## config.mk

```make
export PLATFORM = sky130hd
export DESIGN_NAME = operand_fetch
export DESIGN_NICKNAME = d
export VERILOG_FILES = /design/src/rtl/of_pkg.sv /design/src/rtl/operand_snoop_reg.sv /design/src/rtl/operand_fetch.sv
export SDC_FILE = /design/constraint.sdc
export NUM_CORES = 1
export LEC_CHECK = 0
export ABC_AREA = 0
export CAP_MARGIN = 0
export CORE_MARGIN = 5
export CORE_UTILIZATION = 44
export DETAILED_ROUTE_END_ITERATION = 8
export PLACE_DENSITY = 0.81
export RECOVER_POWER = 50
export SLEW_MARGIN = 25
export SYNTH_ARGS = -nofsm -noshare
export SYNTH_HDL_FRONTEND = slang
export SYNTH_SLANG_ARGS = --single-unit
```

## constraint.sdc

```tcl
create_clock -name clk -period 2.75 [get_ports clk]
set_clock_uncertainty 0.2 [all_clocks]
set_input_delay 0.275 -clock clk [delete_from_list [all_inputs] [get_ports clk]]
set_output_delay 0.275 -clock clk [all_outputs]
set_load 0.05 [all_outputs]
```

## src/rtl/of_pkg.sv

```systemverilog
// Shared definitions for the operand fetch block.
// Contents:
//   ADDR_WIDTH_DEF / DATA_WIDTH_DEF : default register address / data widths
//   X0_ADDR                          : hard-wired zero register address
//   of_state_t                       : fetch sequencer states
package of_pkg;

    localparam int ADDR_WIDTH_DEF = 5;
    localparam int DATA_WIDTH_DEF = 32;
    localparam int X0_ADDR        = 0;

    typedef enum logic [1:0] {
        IDLE = 2'd0,
        RD1  = 2'd1,
        RD2  = 2'd2,
        HOLD = 2'd3
    } of_state_t;

endpackage

```

## src/rtl/operand_snoop_reg.sv

```systemverilog
// One source-operand register together with the register address it belongs to.
// The value is loaded by capture (x0 -> 0, else a matching write-back, else the
// register file read data), and can be refreshed by a write-back snoop while held.
// Ports:
//   clk, rst_n       : clock, asynchronous active-low reset
//   load_addr        : latch addr_in as the operand's register address
//   addr_in          : register address of a newly accepted instruction
//   capture          : load the value from the capture priority chain
//   clear            : force the value to zero (operand not used)
//   snoop            : allow a write-back to the held address to update the value
//   rf_dout          : register file read data
//   wb_we/addr/din   : write-back port
//   addr             : latched register address
//   val              : operand value
module operand_snoop_reg
    import of_pkg::*;
#(
    parameter int ADDR_WIDTH = ADDR_WIDTH_DEF,
    parameter int DATA_WIDTH = DATA_WIDTH_DEF
) (
    input  logic                  clk,
    input  logic                  rst_n,
    input  logic                  load_addr,
    input  logic [ADDR_WIDTH-1:0] addr_in,
    input  logic                  capture,
    input  logic                  clear,
    input  logic                  snoop,
    input  logic [DATA_WIDTH-1:0] rf_dout,
    input  logic                  wb_we,
    input  logic [ADDR_WIDTH-1:0] wb_addr,
    input  logic [DATA_WIDTH-1:0] wb_din,
    output logic [ADDR_WIDTH-1:0] addr,
    output logic [DATA_WIDTH-1:0] val
);

    logic                  is_x0;
    logic                  wb_hit;
    logic [DATA_WIDTH-1:0] capture_val;

    assign is_x0  = (addr == ADDR_WIDTH'(X0_ADDR));
    // A write to x0 never counts as a hit, so x0 stays zero under snooping.
    assign wb_hit = wb_we && (wb_addr == addr) && !is_x0;

    // Write-back data is newer than what the register file read returned.
    always_comb begin
        capture_val = rf_dout;
        if (is_x0) begin
            capture_val = '0;
        end else if (wb_hit) begin
            capture_val = wb_din;
        end
    end

    always_ff @(posedge clk or negedge rst_n) begin
        if (!rst_n) begin
            addr <= '0;
        end else if (load_addr) begin
            addr <= addr_in;
        end
    end

    always_ff @(posedge clk or negedge rst_n) begin
        if (!rst_n) begin
            val <= '0;
        end else if (clear) begin
            val <= '0;
        end else if (capture) begin
            val <= capture_val;
        end else if (snoop && wb_hit) begin
            val <= wb_din;
        end
    end

endmodule

```

## src/rtl/operand_fetch.sv

```systemverilog
// Operand fetch for the ID stage: sequences up to two reads of rs1/rs2 over the
// register file's single synchronous read port and holds the operands, kept
// fresh against write-back, until the execute stage accepts them.
// Ports:
//   clk, rst_n                  : clock, asynchronous active-low reset
//   req_valid/req_ready         : decoder handshake
//   req_rs1/req_rs2/req_use_rs2 : source addresses, rs2-needed flag
//   rf_read_addr / rf_dout      : register file read port (1-cycle latency)
//   wb_we/wb_addr/wb_din        : write-back port
//   op_valid/op_ready           : execute stage handshake
//   op_rs1_val/op_rs2_val       : operands
module operand_fetch
    import of_pkg::*;
#(
    parameter int ADDR_WIDTH = ADDR_WIDTH_DEF,
    parameter int DATA_WIDTH = DATA_WIDTH_DEF
) (
    input  logic                  clk,
    input  logic                  rst_n,
    input  logic                  req_valid,
    output logic                  req_ready,
    input  logic [ADDR_WIDTH-1:0] req_rs1,
    input  logic [ADDR_WIDTH-1:0] req_rs2,
    input  logic                  req_use_rs2,
    output logic [ADDR_WIDTH-1:0] rf_read_addr,
    input  logic [DATA_WIDTH-1:0] rf_dout,
    input  logic                  wb_we,
    input  logic [ADDR_WIDTH-1:0] wb_addr,
    input  logic [DATA_WIDTH-1:0] wb_din,
    output logic                  op_valid,
    input  logic                  op_ready,
    output logic [DATA_WIDTH-1:0] op_rs1_val,
    output logic [DATA_WIDTH-1:0] op_rs2_val
);

    of_state_t             state, state_next;
    logic                  use_rs2_q;
    logic [ADDR_WIDTH-1:0] rs1_q, rs2_q;
    logic                  accept;
    logic                  req_ready_c;
    logic                  cap1, cap2, clr2, snoop1, snoop2;

    always_ff @(posedge clk or negedge rst_n) begin
        if (!rst_n) begin
            state     <= IDLE;
            use_rs2_q <= 1'b0;
            op_valid  <= 1'b0;
        end else begin
            state    <= state_next;
            op_valid <= (state_next == HOLD);
            if (accept) begin
                use_rs2_q <= req_use_rs2;
            end
        end
    end

    always_comb begin
        state_next   = state;
        rf_read_addr = req_rs1;
        req_ready_c  = 1'b0;
        accept       = 1'b0;
        cap1         = 1'b0;
        cap2         = 1'b0;
        clr2         = 1'b0;
        snoop1       = 1'b0;
        snoop2       = 1'b0;
        case (state)
            IDLE: begin
                req_ready_c = 1'b1;
                if (req_valid) begin
                    accept     = 1'b1;
                    state_next = RD1;
                end
            end
            RD1: begin
                // rf_dout carries rs1 now; issue the rs2 read in the same cycle.
                rf_read_addr = rs2_q;
                cap1         = 1'b1;
                if (use_rs2_q && (rs2_q != rs1_q)) begin
                    state_next = RD2;
                end else begin
                    state_next = HOLD;
                    // Same register: the rs1 capture chain yields the rs2 value too.
                    cap2 = use_rs2_q;
                    clr2 = !use_rs2_q;
                end
            end
            RD2: begin
                cap2       = 1'b1;
                snoop1     = 1'b1;
                state_next = HOLD;
            end
            HOLD: begin
                snoop1      = 1'b1;
                snoop2      = use_rs2_q;
                req_ready_c = op_ready;
                if (op_ready) begin
                    if (req_valid) begin
                        accept     = 1'b1;
                        state_next = RD1;
                    end else begin
                        state_next = IDLE;
                    end
                end
            end
            default: state_next = IDLE;
        endcase
    end

    assign req_ready = rst_n && req_ready_c;

    operand_snoop_reg #(
        .ADDR_WIDTH(ADDR_WIDTH),
        .DATA_WIDTH(DATA_WIDTH)
    ) u_rs1 (
        .clk      (clk),
        .rst_n    (rst_n),
        .load_addr(accept),
        .addr_in  (req_rs1),
        .capture  (cap1),
        .clear    (1'b0),
        .snoop    (snoop1),
        .rf_dout  (rf_dout),
        .wb_we    (wb_we),
        .wb_addr  (wb_addr),
        .wb_din   (wb_din),
        .addr     (rs1_q),
        .val      (op_rs1_val)
    );

    operand_snoop_reg #(
        .ADDR_WIDTH(ADDR_WIDTH),
        .DATA_WIDTH(DATA_WIDTH)
    ) u_rs2 (
        .clk      (clk),
        .rst_n    (rst_n),
        .load_addr(accept),
        .addr_in  (req_rs2),
        .capture  (cap2),
        .clear    (clr2),
        .snoop    (snoop2),
        .rf_dout  (rf_dout),
        .wb_we    (wb_we),
        .wb_addr  (wb_addr),
        .wb_din   (wb_din),
        .addr     (rs2_q),
        .val      (op_rs2_val)
    );

endmodule

```

## After elaboration in Yosys (flattened, before gate mapping)

Cells that the tools add are included.

| storage, ports and cells | value |
|---|---|
| bits in registers | 78 |
| latch bits | 0 |
| bits in writable memories | 0 |
| ROM bits | 0 |
| input bits | 85 |
| output and inout port bits | 71 |
| logic and storage cells | 57 |
| memories | 0 |

| cells by class | value |
|---|---|
| $add $sub $neg | 0 |
| multiply operators | 0 |
| divide/modulo/power cells | 0 |
| magnitude comparators | 0 |
| equal/unequal tests | 7 |
| shift-type cells | 0 |
| multiplexer cells | 26 |
| bitwise logic cells | 0 |
| reduce and logical (&&, ||, !) cells | 17 |

Operator list:

| cell | count |
|---|---|
| $mux W32 | 9 |
| $eq A5 B5 Y1 | 2 |
| $logic_not A5 Y1 | 2 |
| $mux W1 | 10 |
| $logic_and A1 B1 Y1 | 8 |
| $pmux W2 S4 | 1 |
| $eq A2 B2 Y1 const B | 3 |
| $pmux W1 S2 | 3 |
| $mux W5 | 1 |
| $ne A5 B5 Y1 | 1 |
| $mux W2 | 2 |
| $logic_not A1 Y1 | 3 |
| $reduce_bool A3 Y1 | 1 |
| $eq A2 B1 Y1 const B | 1 |
| $logic_not A2 Y1 | 1 |
| $reduce_bool A2 Y1 | 1 |
| $reduce_or A2 Y1 | 1 |

## Longest topological paths before layout

Gate-level depths: netlist (run 1).

| logic depth | value |
|---|---|
| word-level depth | 7 |
| gate-level depth with buffers | 8 |
| depth with buffers taken out | 7 |

## Cells and area by module

A second synthesis (run 1) with hierarchy kept.

| second synthesis, totals | value |
|---|---|
| cell total of the unflattened synthesis | 455 |
| area, all modules | 4727.0 um^2 |

Modules (own cells, without submodules):

| module | instances | cells an instance | area an instance (um^2) | seq. area each (um^2) |
|---|---|---|---|---|
| operand_snoop_reg | 2 | 205 | 2135.8 | 925.9 |
| operand_fetch | 1 | 45 | 455.4 | 100.1 |

## Worst setup path after synthesis (run 1)

No wires, ideal clock.

| timing | value |
|---|---|
| kind | flip-flop to output port |
| from | reg state[0] |
| to | out req_ready |
| data arrival time | 1.988 ns |
| required time | 2.275 ns |
| setup slack | 0.287 ns |
| stages on the path, launching flop included | 4 |
| path buffers | 0 |
| cells stage by stage | dfrtp_1 inv_1 ha_1 nor3b_1 |

| between the ends | value |
|---|---|
| longest elaborated chain between the ends | 3 |
| elaborated cells on any way between the ends | 4 |

RTL lines:

| what | line | source |
|---|---|---|
| start: declaration | operand_fetch.sv:36 | `of_state_t state, state_next;` |
| start signal: assignment | operand_fetch.sv:49 | `state <= state_next;` |
| $eq A2 B2 Y1 or $logic_not A2 Y1 (tied branches) | operand_fetch.sv:67 | `case (state)` |
| $pmux W1 S2 (*) | operand_fetch.sv:67 |  |
| $logic_and A1 B1 Y1 (*) | operand_fetch.sv:110 | `assign req_ready = rst_n && req_ready_c;` |
| end: declaration | operand_fetch.sv:21 | `output logic req_ready,` |

Every way passes the cells marked *; elsewhere a longest branch is shown, timed or not.

## Final worst setup path (run 1)

| timing | value |
|---|---|
| from | reg u_rs1.addr[3] |
| to | reg u_rs1.val[17] |

| between the ends | value |
|---|---|
| longest elaborated chain between the ends | 6 |
| elaborated cells on any way between the ends | 10 |

RTL lines:

| what | line | source |
|---|---|---|
| start: declaration | operand_snoop_reg.sv:32 | `output logic [ADDR_WIDTH-1:0] addr,` |
| start signal: assignment | operand_snoop_reg.sv:58 | `addr <= addr_in;` |
| $eq A5 B5 Y1 or $logic_not A5 Y1 (tied branches) | operand_snoop_reg.sv:42, operand_snoop_reg.sv:40 |  |
| $logic_and A1 B1 Y1 or $logic_not A1 Y1 (tied branches) | operand_snoop_reg.sv:42 | `assign wb_hit = wb_we && (wb_addr == addr) && !is_x0;` |
| $logic_and A1 B1 Y1 | operand_snoop_reg.sv:42 |  |
| $mux W32 | operand_snoop_reg.sv:49 | `end else if (wb_hit) begin` |
| $mux W32 | operand_snoop_reg.sv:47 | `if (is_x0) begin` |
| $mux W32 | operand_snoop_reg.sv:67 | `end else if (capture) begin` |
| end signal: assignment | operand_snoop_reg.sv:68 | `val <= capture_val;` |
| end signal: assignment | operand_snoop_reg.sv:70 | `val <= wb_din;` |
| end: declaration | operand_snoop_reg.sv:33 | `output logic [DATA_WIDTH-1:0] val` |

Several ways; a longest one is shown, not always the timed one.
A chain may end at the register's enable or synchronous reset.

==> flow_summary.toml, run 1 <==
[finish]
antenna_diodes = 0
fin_area_sq_um = 5940
postLayoutCoreUtil_pct = 68.8
layout.cells.most_common = "clkdlybuf4s50_1"
layout-drive-gt1-share_pct = 15.4
area_growth_syn_to_layout_pct = 54.0
most-common-layout-cells = "clkdlybuf4s50_1, dfrtp_1, nor2_1, buf_4, dlygate4sd3_1"
num-nets-final = 623

[timing]
hold_viol = 0
relSlewSlack_pct = 27.0
period_needed_ps = 2570
timing.final.max_slew_violations = 0
final_min_period_over_clock_period_pct = 93.5
achievable-frequency_ghz = 0.389
final-setup-viol-count = 0
rsz_0062_raised_after_global_routing = "false"
transition_time_at_the_pin_with_the_least_slew_margin_ps = 1090

[route]
final_wirelength_um = 13100
drt_pass1_iterations = 5
final_antenna_net_count = 0
routed_via_density = 5.91
drc = 0
vias = 3820
drt_first_iter_violations = 202
wl_per_cell_um = 20.3

[floorplanning]
chipHeight_um = 104
floorplan.initialDensity_pct = 44.7
io-pin-count = 156
placement_rows = 34
design.core.area_sq_um = 8640
fp.dieArea_sq_um = 10700
dieWidth_um = 104

[global_routing]
number_of_antenna_violations_at_the_first_check_in_global_routing = 0
grt_pass1_vias = 4126
largest_net_degree_at_the_start_of_global_routing = 44
grt_usage_pct = 24.1
globalRouteOverflowTotal = 0
grt_pass1_wl_um = 21200

[worst_setup_path]
worstPathMaxFanout = 21
worst_ep_required_time_ps = 2830
setup.worst_path.class = "flip-flop to flip-flop"
arrival_ps = 2650
timing.critical_path.to_type = "flip-flop"
cp-start-kind = "flip-flop"

[yosys]
synth.net_count = 448
synth-seq-cells = 78
synthesis.instances = 358
synth.cell_area_sq_um = 3860
yosysSeqAreaShare_pct = 50.6
async_set_reset_flop_share_out_of_synthesis_pct = 100
netlist-cell-type-count = 39
syn_avg_cell_area_sq_um = 10.8
synth_enable_flop_cells = 0
postSynth.topFlopCell = "dfrtp_1"
synth.yosys.warnings = 0

[clock_tree]
cts_htree_levels = 3
clkSlewWorstSetupHoldPaths_ps = 80
cts_inserted_buffers = 9
cts.repair_timing.setup_buffer_count = 0
worstSkewPairLatency_ps = 360
clock_tree.root_cell = "clkbuf_8"
clock-sinks = 78
cts_tree = "yes"
clock_tree.buffer_depth = 2

[run]
count_of_max_cap_constraint_violations = 0

[min_path]
hp-class = "flip-flop to flip-flop"

[place]
globalplace.congestion = 0.882
place.detailed.hpwl_um = 9590
placement_stage_cell_area_sq_um = 5720
io_buffers = 155

[power_and_ir_drop]
power.static_leakage_nw = 2.55
irDropWorstVdd_mv = 0.895
powerDensity_nw_per_um2 = 1330

[run_status]
result_of_the_run = "finished clean"
==> worst paths after layout <==
| kind | startpoint | to | slack, ps | depth (start not counted) |
|---|---|---|---|---|
| max | u_rs1.addr[3] | u_rs1.val[17] | 180 | 7 |
| min in group asynchronous | rst_n | u_rs2.addr[3] | 640 | 3 |
| min | u_rs1.val[12] | u_rs1.val[12] | 300 | 2 |
| min reg2reg | u_rs1.val[12] | u_rs1.val[12] | 300 | 2 |
| max reg2reg | u_rs1.addr[3] | u_rs1.val[17] | 180 | 7 |
| max in group asynchronous | rst_n | u_rs2.val[20] | 940 | 3 |
==> per-layer routing <==
metal,share of wire (%),vias up,track usage (%)
li1,-,1709,-
met1,40,1888,29.6
met2,51,205,41.1
met3,7.9,18,6.34
met4,1.6,0,8.15
met5,0,-,0
==> stage by stage <==
stage,power (mW),TNS [ps],hold WS [ps],setup WS [ps],instances
6_report,7.89,0,298,180,646
5_1_grt,8.33,0,324,79.4,646
4_1_cts,7.98,0,307,38.9,646
3_5_place_dp,7.03,-1350,193,-69.6,628
3_3_place_gp,6.90,-1560,181,-121,627
2_1_floorplan,5.20,0,-221,287,358
==> cell type report <==
class | instances | area, sq um
Clock buffer | 10 | 138
Tap cell | 108 | 135
Inverter | 3 | 11.3
Timing Repair Buffer | 189 | 1790
Clock inverter | 6 | 67.6
Sequential cell | 78 | 1950
Multi-Input combinational cell | 252 | 1840
Fill cell | 692 | 2700
==> registers in the layout, indices dropped and copies added, names as in the netlist <==
| register | cells |
|---|---|
| u_rs1.addr | 5 |
| u_rs2.addr | 5 |
| u_rs2.val | 32 |
| state | 2 |
| use_rs2_q | 1 |
| u_rs1.val | 32 |
| op_valid | 1 |
==> cell families after synthesis <==
| kind of cell | count (synthesis) | synth area share [%] |
|---|---|---|
| and+or+nand+nor | 135 | 17.2 |
| AOI/OAI and AO/OA | 80 | 19.0 |
| DFF | 78 | 50.6 |
| buffers and inverters | 29 | 3.47 |
| muxes | 16 | 4.67 |
| xor gates and xnor gates | 15 | 3.41 |
| adders and majority gates | 5 | 1.62 |
==> synth_stat cells (all sizes together), types with 5 or more instances <==
cell type	instances	share of area [%]
dfrtp	78	51
a221o	32	8.3
nor3	12	1.7
buf	11	1.7
nor2	68	6.9
and3	24	3.9
clkbuf	15	1.5
nand2	16	1.6
a221oi	32	7.3
xnor2	15	3.4
ha	5	1.6
mux2	16	4.7
==> critical path, stage by stage, from the launching register on <==
cell and delay, ps:
dfrtp_1 400, buf_4 150, or4_1 580, o21ai_0 400, o32a_1 230, buf_4 270
a221oi_1 100, nor2_1 160
==> power breakdown <==
group,internal [mW],leakage [nW],total [mW],switching [mW]
Combinational,1.82,1.49,5.02,3.21
Clock,0.449,0.0993,0.899,0.450
Sequential,1.64,0.961,1.97,0.336
==> timing repair <==
action,4_1_cts,5_1_grt
pin swaps,1,0
cloned,1,0
hold buffers,1,0
hold endpoints to repair,78,0
endpoints found under the setup margin,24,12
gates resized for setup,0,1
No activity file was read; power rests on OpenSTA's default activity.
==> run 2: changes to the inputs <==
--- a/config.mk
+++ b/config.mk
@@ -10,6 +10,7 @@
 export CORE_MARGIN = 5
 export CORE_UTILIZATION = 44
 export DETAILED_ROUTE_END_ITERATION = 8
+export GPL_ROUTABILITY_DRIVEN = 0
 export PLACE_DENSITY = 0.81
 export RECOVER_POWER = 50
 export SLEW_MARGIN = 25
==> results of run 2 <==
No change in the layout: final DEF, timing and power equal those of run 1.
